`config.mk`:
```
export PLATFORM = sky130hd
export DESIGN_NAME = hilo_seq
export DESIGN_NICKNAME = d
export VERILOG_FILES = /design/src/rtl/hilo_seq.sv
export SDC_FILE = /design/constraint.sdc
export NUM_CORES = 2
export LEC_CHECK = 0
export BUFFER_PORTS_ARGS = -buffer_cell sky130_fd_sc_hd__buf_4
export CORE_AREA = 2 2 293 295
export CTS_CLUSTER_SIZE = 30
export DETAILED_ROUTE_END_ITERATION = 8
export DIE_AREA = 0 0 295 297
export PLACE_DENSITY = 0.88
export SKIP_CTS_REPAIR_TIMING = 1
export SLEW_MARGIN = 20
export SYNTH_ARGS = -nofsm -noshare
export SYNTH_HDL_FRONTEND = slang
export SYNTH_SLANG_ARGS = --single-unit
export TNS_END_PERCENT = 20
```
`constraint.sdc`:
```
create_clock -name clk -period 11.21 [get_ports clk]
set_input_delay 1.6815 -clock clk [delete_from_list [all_inputs] [get_ports clk]]
set_output_delay 1.6815 -clock clk [all_outputs]
set_load 0.05 [all_outputs]
```
`src/rtl/hilo_seq.sv`:
```
// hilo_seq: HI/LO register file with a 3-cycle multiplier and a
// 32-iteration restoring divider, plus the pipeline stall request
// for instructions that touch HI/LO while an operation is running.
module hilo_seq (
    input  logic        clk,
    input  logic        rst,
    input  logic        ex_valid,
    input  logic [2:0]  ex_op,
    input  logic [31:0] ex_a,
    input  logic [31:0] ex_b,
    input  logic        ex_rd_hl,
    input  logic        flush,
    output logic [31:0] hi,
    output logic [31:0] lo,
    output logic        busy,
    output logic        done,
    output logic        stall_out
);

    typedef enum logic [1:0] {
        S_IDLE = 2'd0,
        S_MUL  = 2'd1,
        S_DIV  = 2'd2,
        S_SIGN = 2'd3
    } state_t;

    localparam logic [2:0] OP_MULT  = 3'b001;
    localparam logic [2:0] OP_MULTU = 3'b010;
    localparam logic [2:0] OP_DIV   = 3'b011;
    localparam logic [2:0] OP_DIVU  = 3'b100;
    localparam logic [2:0] OP_MTHI  = 3'b101;
    localparam logic [2:0] OP_MTLO  = 3'b110;

    state_t      state_q, state_d;
    logic [5:0]  cnt_q, cnt_d;
    logic [31:0] hi_q, hi_d;
    logic [31:0] lo_q, lo_d;
    logic        busy_q, busy_d;
    logic        done_q, done_d;
    logic        sgn_q, sgn_d;      // signed multiply
    logic [31:0] a_q, a_d;          // raw rs operand
    logic [31:0] b_q, b_d;          // raw rt operand (multiplier)
    logic [63:0] prod_q, prod_d;
    logic [31:0] rem_q, rem_d;      // partial remainder
    logic [31:0] quo_q, quo_d;      // dividend shifting out / quotient shifting in
    logic [31:0] dvs_q, dvs_d;      // divisor magnitude
    logic        qneg_q, qneg_d;
    logic        rneg_q, rneg_d;
    logic        dz_q, dz_d;

    // Operand magnitudes for the divider, taken straight from EX at accept.
    logic        div_signed;
    logic [31:0] abs_a;
    logic [31:0] abs_b;
    assign div_signed = (ex_op == OP_DIV);
    assign abs_a      = (div_signed && ex_a[31]) ? (32'd0 - ex_a) : ex_a;
    assign abs_b      = (div_signed && ex_b[31]) ? (32'd0 - ex_b) : ex_b;

    // 64x64 multiply of extended operands; the low 64 bits are the exact
    // product for both signed and unsigned interpretations.
    logic [63:0] mul_a64;
    logic [63:0] mul_b64;
    logic [63:0] prod_full;
    assign mul_a64   = {{32{sgn_q & a_q[31]}}, a_q};
    assign mul_b64   = {{32{sgn_q & b_q[31]}}, b_q};
    assign prod_full = mul_a64 * mul_b64;

    // One restoring step: shift in the next dividend bit and try a subtract.
    logic [32:0] rem_shift;
    logic [32:0] trial;
    assign rem_shift = {rem_q, quo_q[31]};
    assign trial     = rem_shift - {1'b0, dvs_q};

    // Sign fixup results; divide by zero bypasses the fixup entirely.
    logic [31:0] q_final;
    logic [31:0] r_final;
    assign q_final = dz_q ? 32'hFFFF_FFFF : (qneg_q ? (32'd0 - quo_q) : quo_q);
    assign r_final = dz_q ? a_q           : (rneg_q ? (32'd0 - rem_q) : rem_q);

    // Next-state and datapath computation for the whole sequencer.
    always_comb begin
        state_d = state_q;
        cnt_d   = cnt_q;
        hi_d    = hi_q;
        lo_d    = lo_q;
        busy_d  = busy_q;
        done_d  = 1'b0;
        sgn_d   = sgn_q;
        a_d     = a_q;
        b_d     = b_q;
        prod_d  = prod_q;
        rem_d   = rem_q;
        quo_d   = quo_q;
        dvs_d   = dvs_q;
        qneg_d  = qneg_q;
        rneg_d  = rneg_q;
        dz_d    = dz_q;

        case (state_q)
            S_IDLE: begin
                if (ex_valid && !flush) begin
                    case (ex_op)
                        OP_MULT, OP_MULTU: begin
                            a_d     = ex_a;
                            b_d     = ex_b;
                            sgn_d   = (ex_op == OP_MULT);
                            cnt_d   = 6'd0;
                            busy_d  = 1'b1;
                            state_d = S_MUL;
                        end
                        OP_DIV, OP_DIVU: begin
                            a_d     = ex_a;
                            quo_d   = abs_a;
                            dvs_d   = abs_b;
                            rem_d   = 32'd0;
                            qneg_d  = div_signed & (ex_a[31] ^ ex_b[31]);
                            rneg_d  = div_signed & ex_a[31];
                            dz_d    = (ex_b == 32'd0);
                            cnt_d   = 6'd0;
                            busy_d  = 1'b1;
                            state_d = S_DIV;
                        end
                        OP_MTHI: hi_d = ex_a;
                        OP_MTLO: lo_d = ex_a;
                        default: ;
                    endcase
                end
            end
            S_MUL: begin
                cnt_d = cnt_q + 6'd1;
                if (cnt_q == 6'd0) begin
                    prod_d = prod_full;
                end
                if (cnt_q == 6'd2) begin
                    hi_d    = prod_q[63:32];
                    lo_d    = prod_q[31:0];
                    cnt_d   = 6'd0;
                    busy_d  = 1'b0;
                    done_d  = 1'b1;
                    state_d = S_IDLE;
                end
            end
            S_DIV: begin
                cnt_d = cnt_q + 6'd1;
                if (!trial[32]) begin
                    rem_d = trial[31:0];
                    quo_d = {quo_q[30:0], 1'b1};
                end else begin
                    rem_d = rem_shift[31:0];
                    quo_d = {quo_q[30:0], 1'b0};
                end
                if (cnt_q == 6'd31) begin
                    cnt_d   = 6'd0;
                    state_d = S_SIGN;
                end
            end
            S_SIGN: begin
                hi_d    = r_final;
                lo_d    = q_final;
                busy_d  = 1'b0;
                done_d  = 1'b1;
                state_d = S_IDLE;
            end
            default: state_d = S_IDLE;
        endcase
    end

    // State register; reset wins over any operation in flight.
    always_ff @(posedge clk) begin
        if (rst) begin
            state_q <= S_IDLE;
            cnt_q   <= 6'd0;
            hi_q    <= 32'd0;
            lo_q    <= 32'd0;
            busy_q  <= 1'b0;
            done_q  <= 1'b0;
            sgn_q   <= 1'b0;
            a_q     <= 32'd0;
            b_q     <= 32'd0;
            prod_q  <= 64'd0;
            rem_q   <= 32'd0;
            quo_q   <= 32'd0;
            dvs_q   <= 32'd0;
            qneg_q  <= 1'b0;
            rneg_q  <= 1'b0;
            dz_q    <= 1'b0;
        end else begin
            state_q <= state_d;
            cnt_q   <= cnt_d;
            hi_q    <= hi_d;
            lo_q    <= lo_d;
            busy_q  <= busy_d;
            done_q  <= done_d;
            sgn_q   <= sgn_d;
            a_q     <= a_d;
            b_q     <= b_d;
            prod_q  <= prod_d;
            rem_q   <= rem_d;
            quo_q   <= quo_d;
            dvs_q   <= dvs_d;
            qneg_q  <= qneg_d;
            rneg_q  <= rneg_d;
            dz_q    <= dz_d;
        end
    end

    assign hi   = hi_q;
    assign lo   = lo_q;
    assign busy = busy_q;
    assign done = done_q;

    // Hold the front end only for HI/LO readers and HI/LO-writing ops.
    assign stall_out = busy_q & ex_valid &
                       (ex_rd_hl | ((ex_op != 3'b000) && (ex_op != 3'b111)));

endmodule
```
Yosys cells after proc, flatten, opt, wreduce, memory -nomap -nowiden
Cells that the tools add are included.
- bits in registers: 302
- bits of input ports: 72
- output and inout bits: 67
- logic and storage cells: 114
- add/sub/neg operators: 6
- multipliers: 1
- eq/ne operators: 20
- multiplexer cells: 38
- bitwise gates (word level): 8
- reduce and logical (&&, ||, !) cells: 25
- operators with widths (cell ; number):
    $mux W32 ; 17
    $pmux W32 S3 ; 2
    $pmux W32 S2 ; 2
    $sub A1 B32 Y32 const A ; 4
    $mul A33 B33 Y64 ; 1
    $sub A33 B32 Y33 ; 1
    $logic_not A32 Y1 ; 1
    $mux W6 ; 4
    $pmux W6 S3 ; 1
    $reduce_and A4 Y1 ; 4
    $reduce_and A3 Y1 ; 5
    $eq A3 B3 Y1 const B ; 3
    $reduce_bool A3 Y1 ; 3
    $ne A2 B2 Y1 const B ; 4
    $pmux W2 S4 ; 1
    $add A6 B1 Y6 const B ; 1
    $and A1 B1 Y1 ; 6
    $eq A3 B2 Y1 const B ; 2
    $eq A6 B2 Y1 const B ; 1
    $eq A6 B5 Y1 const B ; 1
    $logic_not A6 Y1 ; 1
    $mux W2 ; 3
    $ne A2 B1 Y1 const B ; 3
    $mux W1 ; 5
    other kinds (17) ; 22

Longest topological paths before layout
- depth in word-level cells: 6
- depth in mapped cells: 30
- depth with buffers taken out: 28

Least setup slack after synthesis
Ideal clock, no wire load.
- path type: reg2reg
- start: register a_q[31]
- end: register prod_q[56]
- setup time: 126 ps
- arrival time: 7881 ps
- required time: 11084 ps
- path slack: 3202 ps
- cell stages (with the launch flop): 26
- buffers on the path: 2
- clock period less this slack: 8008 ps
- path through: dfxtp_1 and2_0 clkbuf_1 nand2_1 inv_1 fa_1 fa_1 fa_1 inv_1 fa_1 inv_1 fa_1 fa_1 inv_1 fa_1 inv_1 fa_1 ha_1 clkbuf_1 nand3_1 or4_1 o21a_1 a21oi_1 o21a_1 o31ai_1 nor2b_1
- word-level cells in the longest chain between the ends: 2
- RTL lines (item ; line ; source):
    from (decl) ; 41 ; logic [31:0] a_q, a_d;
    from (signal assigned) ; 178 ; a_q <= 32'd0;
    from (signal assigned) ; 195 ; a_q <= a_d;
    $and A1 B1 Y1 ; 64 ; assign mul_a64 = {{32{sgn_q & a_q[31]}}, a_q};
    $mul A33 B33 Y64 (*) ; 66 ; assign prod_full = mul_a64 * mul_b64;
    to (signal assigned) ; 197 ; prod_q <= prod_d;
    to (decl) ; 43 ; logic [63:0] prod_q, prod_d;
Mark *: on every way between the ends. The rest lies on a longest branch, timed or not.
A chain may end at the register's enable or synchronous reset.

Worst setup path in the final report
Ends and elaborated chain as after synthesis.

==> impl_summary.md <==
Worst setup path
The kind of critical path is flop to flop. The required time of the worst setup path is approximately 12 ns. STA classifies the critical path endpoint as a flop. Data arrives at the worst endpoint at just under 10 ns.

The endpoint of the most critical register-to-register path is prod_q[56]. The slowest stage of the critical path belongs to the cell fa_1. For flop-to-flop paths, the worst setup slack is 1.85 ns.

Among cell families on the critical path, the largest total delay comes from adder cells. Along the worst path, the maximum fanout reaches 14. The combined buffer and inverter count along the critical path is 5. The most used cell along the critical path is fa_1. Counting cells, the worst reg-to-reg path comes to 23. Traced cell by cell, the critical path runs through and2_1 > nand2_1 > inv_1 > fa_1 > fa_1 > fa_2 > inv_1 > fa_1 > inv_1 > fa_1 > fa_1 > inv_1 > fa_1 > inv_1 > fa_1 > ha_1 > nand3_1 > or4_1 > o21a_1 > a21oi_1 > o21a_1 > o31ai_1 > nor2b_1. STA classifies the critical path startpoint as a flop. The startpoint of the most critical register-to-register path is a_q[31]. The largest single stage delay on the critical path is 1.24 ns.

Power and ir drop
The design draws between 4 and 5 mW. IR analysis of the VDD net gives a maximum drop of 181 uV. The total leakage power is about 27 nW. The power density normalized to cell area is 74.5 mW/mm^2.

Routing
The final routed wirelength across all metal layers is 167 mm. The DRC violation total after the first TritonRoute iteration is 4539. In the final routed layout, each cell accounts on average for 22.6 microns. The number of search-and-repair iterations in the first detailed-routing pass is 8. For this run, design rule violations remaining after detail routing come to 2.

The overall via count from detail_route is 45750. The detail route stage leaves a number of antenna-violating nets equal to 0. Dividing the detail-routed via count by the number of cells gives 6.20.

Clock network
The clock-pin slew reported for the worst setup and hold paths after clock tree synthesis is 0.07 ns. The clock tree from TritonCTS is done. The cell at the root of the clock tree is clkbuf_16. TritonCTS created 29 clock buffers.

The clock reaches the later pin of the worst-skew pair after around 0.60 ns. CTS built an H-tree with a depth of 1. The CTS sink count is 302.

The worst-case clock buffer depth is 3.

Timing
Across the routed clock network, the largest skew measured is ~0.029 ns. The post-layout minimum cycle time is 9.36 ns. In the final timing run, aggregate negative setup slack is 0 ns. The remaining max-slew budget at the tightest pin is 0.194. The max-slew violation total from the final report is 0.

Derived from the worst setup path, the maximum achievable clock frequency is 107 MHz. For the pin with the worst max-slew slack, the measured transition is approximately 1.2 ns. Setup repair after global routing left no endpoint under its margin. The share of the cycle needed by the critical path after routing is 0.835. The number of failing hold endpoints at the final stage is 0. The final count of negative-setup-slack endpoints is 0.

Synth
The most used flip-flop cell after synthesis is dfxtp_1. The count of flip-flops with a built-in enable after synthesis is 0. The number of distinct library cells after synthesis is 80. After synthesis the netlist holds a flip-flop and latch count of 302.

Yosys printed 0 warnings. Counting every instance in the synthesized netlist gives about 6400. The share of synthesized flip-flops with an asynchronous set or reset is 0.

The cell area that synthesis handed to floorplanning was around 0.054 sq mm. Of the synthesized area, sequential elements account for 0.111. A synthesized cell averages between 8 and 9 sq um. The number of nets in the synthesized netlist is 7824.

Flow run
Across the run, the number of max-cap violations was 0.

Floorplan
The overall die width is 295 microns. 139 I/O pins were placed. The die area is 0.0876 sq mm. For this configuration, the core starts out at a cell density of 0.645. In this run the vertical extent of the chip is 297 microns.

The core outline area is 0.0845 sq mm. The site row count is 107.

Hold path
In this run the worst hold path is classified as flop to flop. The startpoint of the most critical hold path is prod_q[11]. Counting instances, the worst hold path has a depth of 2. The destination of the worst hold path is prod_q[11].

Global routing
The global-route wire length before repair is 262 mm. Entering global routing, the biggest net connects 105 pins. The number of antenna violations at the first check in global routing is 8. The via count of the first global-routing pass was 48730. The residual overflow from global routing is 0. The overall global routing resource usage is 0.388.

Place
Buffers placed on the I/O ports in this run total 138. The count of placed standard cells including taps is 7322. The sum of net half-perimeters after detailed placement is ~130 mm. At the end of routability-driven placement, the weighted congestion stood at between 1 and 1.5.

Layout
The non-filler instance count after layout is roughly 7400. The number of nets in the layout is ~7700. From synthesis to final layout, the design area changed by 4.94%.

Of the cells placed in the final design, the portion with a size suffix greater than 1 is 0.0541.

Status
The checks that failed: DRC. The run finished, with violations left.
[worst min-delay path: stages (launching register included)]
cell and delay (ns):
dfxtp_1 0.31, nand2_1 0.05, a21oi_1 0.05
[layout make-up]
| cell class | instances | area (sq um) |
|---|---|---|
| Inverter | 1154 | 4330 |
| Sequential cell | 302 | 6060 |
| Timing Repair Buffer | 228 | 1720 |
| Clock buffer | 33 | 761 |
| Multi-Input combinational cell | 4494 | 42600 |
| Antenna cell | 5 | 12.5 |
| Tap cell | 1144 | 1430 |
| Fill cell | 6284 | 27300 |
| Clock inverter | 20 | 298 |
[per-layer routing]
| layer | vias to the layer above | share of wire | GRT usage |
|---|---|---|---|
| met5 | - | 0.00099 | 0.00277 |
| met4 | 8 | 0.093 | 0.289 |
| met3 | 1001 | 0.12 | 0.104 |
| met2 | 3049 | 0.46 | 0.608 |
| met1 | 22524 | 0.33 | 0.458 |
| li1 | 19168 | - | - |
[cell usage after synthesis, drive strengths merged, types with 4 or more instances]
cell / instances / share of area
a311oi: 70 / 0.012
o2111ai: 4 / 0.00064
xor2: 86 / 0.014
nand3: 42 / 0.0039
and3: 30 / 0.0034
nand3b: 4 / 0.00055
a2111oi: 6 / 0.00096
nor3: 43 / 0.0040
ha: 256 / 0.059
o21a: 17 / 0.0023
nor2b: 14 / 0.0016
dfxtp: 302 / 0.11
or3: 26 / 0.0032
or2: 11 / 0.0013
nor2: 251 / 0.017
o21bai: 13 / 0.0018
a211oi: 44 / 0.0062
fa: 1126 / 0.41
a31o: 4 / 0.00064
inv: 1154 / 0.080
or4: 16 / 0.0023
o31ai: 32 / 0.0047
o211ai: 20 / 0.0028
o21ai: 217 / 0.020
a21oi: 244 / 0.022
a22oi: 62 / 0.0085
a221oi: 6 / 0.0011
xnor2: 134 / 0.022
buf: 10 / 0.0011
nor4: 17 / 0.0020
clkbuf: 410 / 0.028
and2: 356 / 0.041
a21boi: 4 / 0.00055
a21o: 45 / 0.0062
nand2: 1152 / 0.079
nand2b: 17 / 0.0020
mux2i: 35 / 0.0064
nand4: 19 / 0.0023
o41ai: 15 / 0.0024
a31oi: 20 / 0.0023
[layout by cell type (no fill, tap or decap), types with 43 or more instances in the layout]
master    count
a311oi_1     68
nand2_1    1151
a21o_1       45
buf_4       227
a211oi_1     43
a21oi_1     241
inv_1      1154
and2_1      356
nor2_1      246
o21ai_0     173
fa_1       1125
dfxtp_1     288
ha_1        254
a22oi_1      62
xor2_1       86
xnor2_1     134
[worst max-delay path by stage]
stage,startpoint,end,slack [ns],cells past startpoint
final,a_q[31],prod_q[56],1.85,23
after global routing,a_q[31],prod_q[56],1.49,23
after global placement,sgn_q,prod_q[56],1.90,23
after floorplan,a_q[31],prod_q[56],3.20,25
after detailed placement,a_q[31],prod_q[56],1.66,23
after CTS,a_q[31],prod_q[56],1.62,23
[metrics by stage]
| step | cell area (sq um) | setup WS (ns) | utilization | hold WS, ns |
|---|---|---|---|---|
| 3_5_place_dp | 56100 | 1.66 | 0.664 | 0.447 |
| 5_1_grt | 57200 | 1.49 | 0.677 | 0.477 |
| 3_3_place_gp | 56100 | 1.90 | 0.664 | 0.438 |
| 4_1_cts | 57100 | 1.62 | 0.676 | 0.454 |
| 6_report | 57200 | 1.85 | 0.677 | 0.458 |
| 2_1_floorplan | 54500 | 3.20 | - | 0.425 |
[flip-flops by register name (all words and copies together) (netlist names)]
name	cells
a_q	32
b_q	32
busy	1
cnt_q	6
done	1
dvs_q	32
dz_q	1
hi	32
lo	32
prod_q	64
qneg_q	1
quo_q	32
rem_q	32
rneg_q	1
sgn_q	1
state_q	2
[where the power goes]
part           switching, mW  leakage, nW  internal (mW)
clock                  0.481        0.520          0.652
combinational           1.25         23.6          0.532
sequential             0.163         2.45           1.18
total                   1.90         26.6           2.37
[cells by family after synthesis]
logic type	after synthesis	synth area share
adder cells (fa/ha/maj)	1382	0.473
AND/OR/NAND/NOR	2009	0.166
XOR/XNOR	220	0.0354
flip-flops	302	0.111
multiplexers	36	0.00664
AO/OA/AOI/OAI	847	0.0996
buffers and inverters	1574	0.109
Power figures use the tool's default switching activity.
